$ cat src/rtl/spu_sm_sum_reci.sv
// rtl/spu_sm_sum_reci.sv - softmax row-sum accumulator with sequential fixed-point reciprocal
// Build option: define SM_RECI_ROUND_EN for a round-to-nearest reciprocal (default truncates).
module spu_sm_sum_reci #(
  parameter int SUM_W     = 18,
  parameter int RECI_FRAC = 16,
  parameter int RECI_W    = 16
) (
  input  logic              core_clk,
  input  logic              rst_n,
  input  logic [2:0]        sm_state,
  input  logic              din_valid,
  input  logic [3:0]        din_mask,
  input  logic [7:0]        exp_q_0,
  input  logic [7:0]        exp_q_1,
  input  logic [7:0]        exp_q_2,
  input  logic [7:0]        exp_q_3,
  output logic [SUM_W-1:0]  sum_q,
  output logic              sum_sat,
  output logic [RECI_W-1:0] reci_q,
  output logic              reci_valid,
  output logic              reci_busy,
  output logic              div_zero
);

  localparam logic [2:0] SM_IDLE = 3'b000;
  localparam logic [2:0] SM_EU_A = 3'b001;
  localparam logic [2:0] SM_RECI = 3'b011;

  localparam int               CNT_W    = $clog2(RECI_FRAC + 1);
  localparam logic [CNT_W-1:0] CNT_INIT = CNT_W'(RECI_FRAC);
  localparam logic [SUM_W:0]   SUM_MAX  = {1'b0, {SUM_W{1'b1}}};

  typedef enum logic [1:0] {S_IDLE, S_DIV, S_DONE} fsm_t;

  fsm_t                 state;
  fsm_t                 state_nxt;
  logic [2:0]           prev_state;
  logic                 in_reci;
  logic                 row_start;
  logic                 load_edge;
  logic [SUM_W:0]       beat_sum;
  logic [SUM_W:0]       acc_sum;
  logic                 acc_ovf;
  logic [SUM_W-1:0]     divisor;
  logic [SUM_W:0]       rem;
  logic [SUM_W:0]       rem_shift;
  logic [SUM_W:0]       rem_nxt;
  logic                 q_bit;
  logic [RECI_FRAC-1:0] quo;
  logic [RECI_FRAC:0]   quo_nxt;
  logic [RECI_FRAC+1:0] quo_fin;
  logic [RECI_W-1:0]    reci_calc;
  logic [CNT_W-1:0]     cnt;

  assign in_reci   = (sm_state == SM_RECI);
  assign row_start = (sm_state == SM_EU_A) && (prev_state != SM_EU_A);
  assign load_edge = in_reci && (prev_state != SM_RECI);

  always_comb begin
    beat_sum = '0;
    if (din_mask[0]) beat_sum = beat_sum + (SUM_W+1)'(exp_q_0);
    if (din_mask[1]) beat_sum = beat_sum + (SUM_W+1)'(exp_q_1);
    if (din_mask[2]) beat_sum = beat_sum + (SUM_W+1)'(exp_q_2);
    if (din_mask[3]) beat_sum = beat_sum + (SUM_W+1)'(exp_q_3);
  end

  // A row start discards the old sum even when the first beat is not valid.
  always_comb begin
    acc_sum = row_start ? '0 : {1'b0, sum_q};
    if (din_valid) acc_sum = acc_sum + beat_sum;
    acc_ovf = (acc_sum > SUM_MAX);
  end

  always_ff @(posedge core_clk or negedge rst_n) begin
    if (!rst_n) begin
      sum_q      <= '0;
      sum_sat    <= 1'b0;
      prev_state <= SM_IDLE;
    end else begin
      prev_state <= sm_state;
      if ((sm_state == SM_EU_A) && (row_start || din_valid)) begin
        sum_q   <= acc_ovf ? SUM_MAX[SUM_W-1:0] : acc_sum[SUM_W-1:0];
        sum_sat <= acc_ovf || (sum_sat && !row_start);
      end
    end
  end

  // Restoring step; a bit shifted out of rem guarantees the subtraction succeeds.
  always_comb begin
    rem_shift = {rem[SUM_W-1:0], (cnt == CNT_INIT)};
    q_bit     = rem[SUM_W] || (rem_shift >= {1'b0, divisor});
    rem_nxt   = q_bit ? (rem_shift - {1'b0, divisor}) : rem_shift;
    quo_nxt   = {quo, q_bit};
`ifdef SM_RECI_ROUND_EN
    quo_fin   = {1'b0, quo_nxt} + (RECI_FRAC+2)'({rem_nxt, 1'b0} >= {2'b00, divisor});
`else
    quo_fin   = {1'b0, quo_nxt};
`endif
    reci_calc = (|quo_fin[RECI_FRAC+1:RECI_W]) ? '1 : quo_fin[RECI_W-1:0];
  end

  always_ff @(posedge core_clk or negedge rst_n) begin
    if (!rst_n) state <= S_IDLE;
    else        state <= state_nxt;
  end

  always_comb begin
    state_nxt = state;
    case (state)
      S_IDLE:  if (load_edge) state_nxt = (sum_q == '0) ? S_DONE : S_DIV;
      S_DIV:   if (!in_reci || (cnt == '0)) state_nxt = S_IDLE;
      S_DONE:  state_nxt = S_IDLE;
      default: state_nxt = S_IDLE;
    endcase
  end

  always_comb begin
    reci_busy = (state != S_IDLE);
  end

  always_ff @(posedge core_clk or negedge rst_n) begin
    if (!rst_n) begin
      divisor    <= '0;
      rem        <= '0;
      quo        <= '0;
      cnt        <= '0;
      reci_q     <= '0;
      reci_valid <= 1'b0;
      div_zero   <= 1'b0;
    end else begin
      reci_valid <= 1'b0;
      case (state)
        S_IDLE: begin
          if (load_edge) begin
            divisor <= sum_q;
            rem     <= '0;
            quo     <= '0;
            cnt     <= CNT_INIT;
          end
        end
        S_DIV: begin
          // Leaving RECI aborts silently: result registers keep their old values.
          if (in_reci) begin
            rem <= rem_nxt;
            quo <= quo_nxt[RECI_FRAC-1:0];
            cnt <= cnt - 1'b1;
            if (cnt == '0) begin
              reci_q     <= reci_calc;
              reci_valid <= 1'b1;
              div_zero   <= 1'b0;
            end
          end
        end
        S_DONE: begin
          reci_q     <= '1;
          div_zero   <= 1'b1;
          reci_valid <= 1'b1;
        end
        default: ;
      endcase
    end
  end

endmodule

$ cat config.mk
export PLATFORM = sky130hd
export DESIGN_NAME = spu_sm_sum_reci
export DESIGN_NICKNAME = d
export VERILOG_FILES = /design/src/rtl/spu_sm_sum_reci.sv
export SDC_FILE = /design/constraint.sdc
export NUM_CORES = 1
export LEC_CHECK = 0
export CAP_MARGIN = 20
export CORE_AREA = 5 5 127 117
export CTS_CLUSTER_SIZE = 14
export DETAILED_ROUTE_END_ITERATION = 8
export DIE_AREA = 0 0 132 122
export PLACE_DENSITY_LB_ADDON = 0.08
export SETUP_SLACK_MARGIN = 0.02
export SLEW_MARGIN = 25
export SYNTH_ARGS = -nofsm -noshare
export SYNTH_HDL_FRONTEND = slang
export SYNTH_SLANG_ARGS = --single-unit
$ cat constraint.sdc
create_clock -name core_clk -period 4.05 [get_ports core_clk]
set_clock_uncertainty 0.1 [all_clocks]
set_input_delay 0.81 -clock core_clk [delete_from_list [all_inputs] [get_ports core_clk]]
set_output_delay 0.81 -clock core_clk [all_outputs]
set_load 0.1 [all_outputs]
* After elaboration in Yosys (flattened, before gate mapping)
Cells that the tools add are included.
Cells by class: $add $sub $neg 6, order comparisons 2, equal/unequal tests 11, multiplexer cells 31, reductions and logical operators 20
Operator list (number):
- $mux 19 | 7
- $mux 16 | 5
- $pmux 16 s2 | 2
- $add 19x8->19 | 3
- $pmux 19 s2 | 1
- $mux 18 | 2
- $add 18x19->19 | 1
- $ge 19x18->1 | 1
- $gt 19x18->1 const B | 1
- $sub 19x18->19 | 1
- $logic_not 18->1 | 1
- $mux 5 | 2
- $pmux 5 s2 | 1
- $mux 8 | 1
- $ne 2x2->1 const B | 4
- $mux 2 | 3
- $reduce_and 3->1 | 2
- $reduce_bool 2->1 | 3
- $eq 5x5->1 const B | 1
- $logic_not 5->1 | 1
- $sub 5x1->5 const B | 1
- $logic_and 1x1->1 | 4
- $logic_or 1x1->1 | 4
- $mux 1 | 4
- other kinds (11) | 14
Word-level totals: flip-flop bits (word level) 100, bits of input ports 42, logic and storage cells 81

* Logic depth before layout (Yosys ltp)
Gate-level depths: netlist (run 1).
depth in word-level cells 11, depth in mapped cells 32, depth with buffers taken out 30

* Least setup slack after synthesis (run 1)
Ideal clock, no wire load.
path type input to register, start input din_mask[0], end register sum_q[13], library setup time 0.126 ns, data arrival time 6.373 ns, data required time 3.824 ns, setup slack -2.548 ns, stages on the path 30, path through buf_4 > and2_1 > ha_1 > fa_1 > a21oi_1 > o22ai_1 > a211o_1 > a21oi_1 > xnor2_1 > a21o_1 > ha_1 > or2_2 > and4_1 > o21ai_0 > o31a_1 > ha_1 > a21oi_1 > nor2_1 > a41o_1 > mux2i_1 > o21ai_0 > ha_1 > o21a_1 > o21a_1 > and4_1 > nand4_1 > o21ai_0 > buf_2 > o21a_1 > o22a_1
Between the ends: cells in the longest elaborated chain, start to end 11
RTL lines:
- start, declared | RTL line 12 | input logic [3:0] din_mask,
- $mux 8 (*) | RTL line 61 | if (din_mask[0]) beat_sum = beat_sum + (SUM_W+1)'(exp_q_0);
- $add 19x8->19 | RTL line 62 | if (din_mask[1]) beat_sum = beat_sum + (SUM_W+1)'(exp_q_1);
- $mux 19 (*) | RTL line 62
- $add 19x8->19 | RTL line 63 | if (din_mask[2]) beat_sum = beat_sum + (SUM_W+1)'(exp_q_2);
- $mux 19 (*) | RTL line 63
- $add 19x8->19 | RTL line 64 | if (din_mask[3]) beat_sum = beat_sum + (SUM_W+1)'(exp_q_3);
- $mux 19 (*) | RTL line 64
- $add 18x19->19 (*) | RTL line 70 | if (din_valid) acc_sum = acc_sum + beat_sum;
- $mux 19 (*) | RTL line 70
- $gt 19x18->1 | RTL line 71 | acc_ovf = (acc_sum > SUM_MAX);
- $mux 18 (*) | RTL line 82 | sum_q <= acc_ovf ? SUM_MAX[SUM_W-1:0] : acc_sum[SUM_W-1:0];
- end signal, assigned | RTL line 82
- end, declared | RTL line 17 | output logic [SUM_W-1:0] sum_q,
Every way passes the cells marked *; elsewhere a longest branch is shown, timed or not. A chain may end at the register's enable or synchronous reset.

* Worst setup path after layout (run 1)
start input exp_q_0[0], end register sum_q[14]
Between the ends: cells in the longest elaborated chain, start to end 11
RTL lines:
- start, declared | RTL line 13 | input logic [7:0] exp_q_0,
- $mux 8 (*) | RTL line 61
- $add 19x8->19 | RTL line 62
- $mux 19 (*) | RTL line 62
- $add 19x8->19 | RTL line 63
- $mux 19 (*) | RTL line 63
- $add 19x8->19 | RTL line 64
- $mux 19 (*) | RTL line 64
- $add 18x19->19 (*) | RTL line 70
- $mux 19 (*) | RTL line 70
- $gt 19x18->1 | RTL line 71
- $mux 18 (*) | RTL line 82
Marked as above.

==> results list, run 1 <==
* Most utilized layer in the global route result: met2
- 0 antenna diodes ended up in the layout.
- TritonCTS built the clock tree.
- The worst setup path is launched from a primary input.
- Floorplan die area: 16100 µm²
- The area growth from synthesis to layout is 33.7%.
* Number of global-route vias before repair: 6763
- In the routed layout, each cell is associated on average with a via count of 5.83.
- Pin count of the biggest net entering global routing: 79
- Unrepaired setup endpoints after global routing: true
* Number of antenna violations at the first check in global routing: 0
- Post-synth EDFFs: 0
- Post-synthesis instance area: 7220 µm²
- Clock H-tree levels: 3
- Across all setup checks in the final design, the least slack found is -2.15 ns.
- The first TritonRoute pass finished after 5 iterations.
- Setup slack of the worst register-to-register path: 0.70 ns
* Count of standard-cell rows: 41
- Clock tree synthesis selected as its root buffer the cell sky130_fd_sc_hd__clkbuf_16.
- For this run, global-route usage on met3 was measured as 4.62%.
- Syn Area/Cell: 9.00 µm²
* Number of input and output port buffers inserted: 79
- Global routing consumed, on the met1 layer, 34.4% of the routing resources.
- Remaining DRCs: 0
* Top cells by area in the synthesized netlist: sky130_fd_sc_hd__dfrtp_1, sky130_fd_sc_hd__ha_1, sky130_fd_sc_hd__nand2_1
- After detailed placement, the design holds a cell count of 1126.
- Across the VDD grid, the largest voltage drop is 0.799 mV.
* Total vias in the final route: 6760
- Area of the core: 13600 µm²
- Starting utilization of the core area: 53.1%
* Cts hold-fix bufs: 0
* Total global-route track usage: 24.5%
- After detailed routing, the average wire length per cell comes to 17.4 µm.
* Endpoint arrival time on the critical path: 6.38 ns
- In this run the power density over the cells is 744 nW/µm².
- After global routing the overflow that remains totals 0.
- The largest total area in the synthesized netlist belongs to sky130_fd_sc_hd__dfrtp_1.
- Antenna violation net count after detailed routing: 0
* Initial detailed-routing violation count: 413
* Ratio of cells with drive above 1 in the final layout: 24.1%
* Top_reg_cell synth: sky130_fd_sc_hd__dfrtp_1
- Pins Over Slew Limit: 0
* Most frequent cells in the layout: sky130_fd_sc_hd__buf_4, sky130_fd_sc_hd__dfrtp_1, sky130_fd_sc_hd__nand2_1
- Tightest Hold Check Type: primary input to asynchronous set/reset pin
- Detailed placement ended at an HPWL of 15.3 mm.
- Worst slew pin tran: 1.04 ns
* Post-synthesis async set-or-reset flop share: 100%
- Most common cell type on the critical path: sky130_fd_sc_hd__a21oi_2
* Violations in the final reports: setup timing
- Yosys mapped the design onto 76 distinct sky130hd cell types.
- The first global-routing pass estimated 32.6 mm of wire.
- Synthesized instance count: 802
- Of the synthesized area, sequential elements account for 34.7%.
* Relative slew slack: 30.8%
- Based on the critical path, the design can be clocked at up to 161 MHz.
- After synthesis the netlist holds a flip-flop and latch count of 100.
* Standby leakage power: 4.38 nW
- CTS clock-pin slew for the worst setup and hold paths: 0.07 ns
- Fin crit share: 153%
- At the end of the flow the core is filled with cells to 71.0%.
- Clock Path Buffers: 2
- The clock reaches the later pin of the worst-skew pair after 0.35 ns.
- Post-Route Setup TNS: -38.87 ns
- STA classifies the critical path endpoint as a register.
* Critical path required time: 4.23 ns
- Hold Fails Final Rpt: 0
* Crit path kind: primary input to register
- For the finished layout, the period the worst path requires is 6.20 ns.
* Count of endpoints failing setup in the final report: 19
- Most frequent standard cell in the layout excluding fill and tap cells: sky130_fd_sc_hd__buf_4
* CP max stage delay: 0.42 ns
- Die boundary width: 132 µm
* Post-detailed-routing wire length: 20.2 mm
- Count of warnings emitted by yosys: 0
* Final weighted congestion of routability-driven global placement: 0.927
- Among all stages on the critical path, the largest delay is contributed by sky130_fd_sc_hd__fa_2.
* Worst Hold Margin: 0.346 ns
- The run finished, with violations left.
- Total Power: 7.19 mW
* Max-cap violation count: 0
- Summed over its instances, the top area cell type makes up 34.7% of the synthesized netlist area.
- For this run, global-route usage on met2 was measured as 40.0%.
- The finished layout holds 1160 standard cells, fillers aside.
* Number of buffers created by CTS: 9
- Clock tree sinks: 100
- Counting every net in the synthesized netlist gives 905.
* Largest fanout on the critical path: 5
- In the final design database the tool counted 1086 nets.
* # IOs: 80
- The floorplan step set the die height to 122 µm.
==> cell type report <==
type	count	area, µm²
clock buffer	9	225
clock inverter	7	88.8
fill	1057	3940
inverter	51	191
multi-input combinational	622	4730
sequential	100	2500
tap	172	215
timing repair buffer	199	1710
==> report_power, final <==
group	internal (mW)	switching [mW]	total [mW]
Sequential	1.31	0.308	1.61
Combinational	1.80	2.86	4.66
Clock	0.497	0.416	0.913
==> cell usage after synthesis (4+ instances only) <==
library cell,number
sky130_fd_sc_hd__a21boi_0,4
sky130_fd_sc_hd__a21o_1,15
sky130_fd_sc_hd__a21oi_1,48
sky130_fd_sc_hd__a31oi_1,8
sky130_fd_sc_hd__a32oi_1,6
sky130_fd_sc_hd__and2_1,17
sky130_fd_sc_hd__and3_1,6
sky130_fd_sc_hd__clkbuf_1,23
sky130_fd_sc_hd__dfrtp_1,100
sky130_fd_sc_hd__fa_1,5
sky130_fd_sc_hd__ha_1,56
sky130_fd_sc_hd__inv_1,51
sky130_fd_sc_hd__mux2_2,24
sky130_fd_sc_hd__mux2i_1,16
sky130_fd_sc_hd__nand2_1,91
sky130_fd_sc_hd__nand2b_1,6
sky130_fd_sc_hd__nand3_1,28
sky130_fd_sc_hd__nor2_1,49
sky130_fd_sc_hd__nor2b_1,8
sky130_fd_sc_hd__nor3_1,14
sky130_fd_sc_hd__nor4_1,5
sky130_fd_sc_hd__o211ai_1,8
sky130_fd_sc_hd__o21a_1,13
sky130_fd_sc_hd__o21ai_0,39
sky130_fd_sc_hd__o21ai_1,11
sky130_fd_sc_hd__o22a_1,18
sky130_fd_sc_hd__o31ai_1,5
sky130_fd_sc_hd__or2_2,4
sky130_fd_sc_hd__or3_1,5
sky130_fd_sc_hd__xnor2_1,25
sky130_fd_sc_hd__xor2_1,18
==> sequential cells by signal, indices dropped and copies added (netlist names) <==
register / count
rem: 19
div_zero: 1
reci_q: 16
prev_state: 3
reci_valid: 1
divisor: 18
state: 2
cnt: 5
sum_sat: 1
sum_q: 18
quo: 16
==> per-layer routing <==
metal  vias to the layer above  part of all wire, %
met5                         -                    0
met1                      3306                   46
met2                       180                   48
met4                         0                  1.1
li1                       3252                    -
met3                        22                  5.6
==> critical path, delay by kind of cell <==
family / cells / cell delay, ns
AOI/OAI and AO/OA: 15 / 2.75
muxes: 1 / 0.16
buffers and inverters: 1 / 0.09
and+or+nand+nor: 6 / 1.13
xor gates and xnor gates: 1 / 0.09
adders and majority gates: 5 / 1.34
==> path summary, 6_finish.rpt <==
path	start	endpoint	depth (start not counted)
min	rst_n	rem[5]	1
max	exp_q_0[0]	sum_q[14]	29
max in group asynchronous	rst_n	quo[3]	2
max reg2reg	cnt[0]	rem[16]	12
min reg2reg	div_zero	div_zero	1
min in group core_clk	div_zero	div_zero	1
==> logic make-up (layout without fill, tap and decap cells) <==
| group | Yosys count | count (layout) | share of synthesized area, % |
|---|---|---|---|
| multiplexers | 41 | 41 | 6.17 |
| XOR/XNOR | 43 | 43 | 5.21 |
| adder cells (fa/ha/maj) | 62 | 62 | 11.2 |
| buffers and inverters | 80 | 266 | 4.47 |
| AND/OR/NAND/NOR | 260 | 260 | 17.7 |
| AO/OA/AOI/OAI | 216 | 216 | 20.6 |
| flip-flops | 100 | 100 | 34.7 |
==> repair_timing <==
action,4_1_cts,5_1_grt
gates resized for setup,51,21
endpoints found under the hold margin,0,0
endpoints found under the setup margin,19,19
pin swaps,40,14
setup buffers,14,4
==> per-stage QoR <==
step | area [µm²] | setup WS (ns)
6_report | 9660 | -2.15
3_3_place_gp | 8950 | -2.83
4_1_cts | 9520 | -2.00
2_1_floorplan | 7330 | -2.25
3_5_place_dp | 8950 | -3.03
5_1_grt | 9660 | -2.46
(Power assumes the default switching activity.)
==> run 2, diff against run 1 <==
--- a/config.mk
+++ b/config.mk
@@ -6,13 +6,14 @@
 export NUM_CORES = 1
 export LEC_CHECK = 0
 export CAP_MARGIN = 20
-export CORE_AREA = 5 5 127 117
+export CORE_AREA = 2 2 124 114
 export CTS_CLUSTER_SIZE = 14
 export DETAILED_ROUTE_END_ITERATION = 8
-export DIE_AREA = 0 0 132 122
+export DIE_AREA = 0 0 126 116
+export HOLD_SLACK_MARGIN = 0.06
 export PLACE_DENSITY_LB_ADDON = 0.08
 export SETUP_SLACK_MARGIN = 0.02
-export SLEW_MARGIN = 25
+export SLEW_MARGIN = 10
 export SYNTH_ARGS = -nofsm -noshare
 export SYNTH_HDL_FRONTEND = slang
 export SYNTH_SLANG_ARGS = --single-unit
==> run 2 against run 1 <==
  * Final cell count shrank 0.52%
  * The flow still finishes with violations (setup timing)
  * Critical path depth increased by 1
  * Sequential power hardly changed
  * Core utilization rose by 1.4 points
  * Critical path type unchanged
  * Via count increased by 0.19%
==> results list, run 2 (same netlist as run 1, synthesis figures left out) <==
* Tightest Hold Check Type: primary input to asynchronous set/reset pin (unchanged)
- Number of buffers created by CTS: 9 (unchanged)
* Fin crit share: 153% (about the same)
- Fmax: 161 MHz (about the same)
- Antenna fix cells: 0 (unchanged)
- Most common cell type on the critical path: sky130_fd_sc_hd__a21oi_2 (unchanged)
- Worst Hold Margin: 0.379 ns (was 0.346 ns)
- Post-placement setup slack: -3.02 ns (was -3.03 ns)
* Critical path required time: 4.24 ns (was 4.23 ns)
- Worst vdd rail ir drop: 0.721 mV (was 0.799 mV)
- The area inside the core boundary was 13200 µm² (was 13600 µm²).
- The via count of the first global-routing pass was 6694 (was 6763).
* Die Height: 116 µm (was 122 µm)
- The via density per instance came to 5.87 (was 5.83).
- TritonCTS clock tree: yes (unchanged)
- The cell with the largest stage delay on the worst path is sky130_fd_sc_hd__fa_2 (unchanged).
* Area growth from synthesis to layout: 32.6% (was 33.7%)
- The slew of the pin with the lowest slew margin came to 0.980 ns (was 1.04 ns).
* Remaining DRCs: 0 (unchanged)
- The ratio of cells with drive above 1 in the final layout was 22.7% (was 24.1%).
- The largest driver fanout on the critical path came to 5 (unchanged).
- The pin count of the biggest net entering global routing came to 49 (was 79).
- Unrepaired setup endpoints after global routing: true (unchanged)
* Number of flip-flops in the largest register: 19 (unchanged)
- # placed instances: 1125 (was 1126)
- The aggregate global routing overflow was 0 (unchanged).
- Final weighted congestion of routability-driven global placement: 0.919 (was 0.927)
* Number of antenna violations at the first check in global routing: 0 (unchanged)
- Tmin final: 6.20 ns (about the same)
- The kind of start point of the critical path is a primary input (unchanged).
- Final Worst Setup Slack: -2.15 ns (about the same)
- The port buffer count is 79 (unchanged).
- Crit path kind: primary input to register (unchanged)
- The most common library cell in the layout ignoring fill and taps was sky130_fd_sc_hd__buf_4 (unchanged).
* Largest registers in the final layout: rem x19, divisor x18, sum_q x18 (unchanged)
* Count of standard-cell rows: 40 (was 41)
* Antenna violation net count after detailed routing: 0 (unchanged)
- Cts hold-fix bufs: 0 (unchanged)
- Outcome: finished with violations (unchanged).
- First-pass GRT wire length: 32.7 mm (was 32.6 mm)
- HPWL Detailed: 14.8 mm (was 15.3 mm)
* Starting utilization of the core area: 54.7% (was 53.1%)
- Number of nets at the end of the flow: 1084 (was 1086)
- The max capacitance violation total came to 0 (unchanged).
* Floorplan die area: 14600 µm² (was 16100 µm²)
* Pins Over Slew Limit: 0 (unchanged)
- Mean routed wirelength per cell: 17.1 µm (was 17.4 µm)
- Most frequent cells in the layout: sky130_fd_sc_hd__buf_4, sky130_fd_sc_hd__dfrtp_1, sky130_fd_sc_hd__nand2_1 (unchanged).
* Root buf cell: sky130_fd_sc_hd__clkbuf_16 (unchanged)
- Total vias in the final route: 6773 (was 6760)
- The number of setup violations in the final report is 19 (unchanged).
- The register-to-register setup slack was 0.79 ns (was 0.70 ns).
- CTS clock-pin slew for the worst setup and hold paths: 0.08 ns (was 0.07 ns)
- CP max stage delay: 0.41 ns (was 0.42 ns)
- Hold Fails Final Rpt: 0 (unchanged)
- The number of optimization iterations in the first detailed-route pass was 5 (unchanged).
- The source-to-sink clock delay at the later pin of the worst-skew pair is 0.35 ns (about the same).
* Clock tree sinks: 100 (unchanged)
- The worst-case headroom to the max-slew limit came to 34.5% (was 30.8%).
* Final standard cell count with taps included and fillers excluded: 1154 (was 1160)
* Clock Path Buffers: 2 (unchanged)
- The endpoint type of the worst setup path is a register (unchanged).
- Die boundary width: 126 µm (was 132 µm)
- The aggregate routed wire length is 19.8 mm (was 20.2 mm).
- Violations in the final reports: setup timing (unchanged)
* Clock H-tree levels: 3 (unchanged)
* Endpoint arrival time on the critical path: 6.39 ns (was 6.38 ns)
- The initial detailed-routing violation count was 483 (was 413).
- # IOs: 80 (unchanged)
* Cell Pwr Density: 739 nW/µm² (was 744 nW/µm²)
- Total global-route track usage: 27.5% (was 24.5%)
* Register with the most flip-flops: rem (unchanged)
* Standby leakage power: 4.38 nW (about the same)
[run 2: cell count changes in the layout (fill, tap and decap cells not counted), moves of 2 or more]
cell	change
sky130_fd_sc_hd__a21oi_1	+5
sky130_fd_sc_hd__o21ai_2	-4
sky130_fd_sc_hd__clkinv_8	+2
sky130_fd_sc_hd__clkbuf_2	+2
sky130_fd_sc_hd__clkdlybuf4s15_2	-2
sky130_fd_sc_hd__a21oi_2	-5
sky130_fd_sc_hd__buf_4	-4
sky130_fd_sc_hd__clkdlybuf4s50_1	-2
sky130_fd_sc_hd__dlymetal6s2s_1	+2
sky130_fd_sc_hd__o21ai_1	+5
[run 2: critical path, delay by kind of cell]
| kind | cells | cell delay (ns) |
|---|---|---|
| AO/OA/AOI/OAI | 14 | 2.54 |
| adder cells (fa/ha/maj) | 5 | 1.31 |
| multiplexers | 1 | 0.15 |
| XOR/XNOR | 1 | 0.10 |
| AND/OR/NAND/NOR | 6 | 1.12 |
| buffers and inverters | 3 | 0.34 |
[run 2: power by group]
group | total (mW) | internal [mW] | switching [mW]
Clock | 0.865 | 0.440 | 0.426
Combinational | 4.60 | 1.76 | 2.84
Sequential | 1.61 | 1.31 | 0.305
[run 2: path summary, 6_finish.rpt]
path	startpoint	end	cells after the start
setup / recovery	exp_q_0[0]	sum_q[6]	30
min in group core_clk	div_zero	div_zero	1
setup reg to reg	cnt[0]	rem[12]	12
hold reg to reg	div_zero	div_zero	1
hold / removal	rst_n	rem[6]	1
max in group asynchronous	rst_n	sum_q[11]	2
[run 2: final cells by class]
class                           count  area, µm²
Fill cell                         993       3640
Inverter                           51        191
Sequential cell                   100       2500
Multi-Input combinational cell    622       4660
Clock buffer                        9        225
Timing Repair Buffer              197       1700
Clock inverter                      7       80.1
Tap cell                          168        210
[run 2: timing repair]
item | CTS | global route
pin swaps | 33 | 25
gates resized for setup | 48 | 15
endpoints found under the hold margin | 0 | 0
setup endpoints to repair | 19 | 19
setup buffers | 8 | 4
[run 2: stage by stage]
stage	total power, mW	util (%)	setup TNS, ns	instance area [µm²]
floorplan	4.84	-	-39.21	7330
global placement	5.93	67.9	-51.88	8970
detailed placement	6.03	68.0	-54.80	8980
CTS	7.01	71.7	-36.49	9470
global route	7.53	72.5	-43.97	9580
finish	7.08	72.5	-39.50	9580
[run 2: routing by layer]
metal	vias up	share of wire (%)	GRT usage, %	wire length (µm)
met1	3280	48	39.1	9430
met3	24	5.2	4.52	1030
met4	0	1.1	5.93	222
li1	3255	-	-	-
met2	214	46	44.7	9070
met5	-	0	0	0
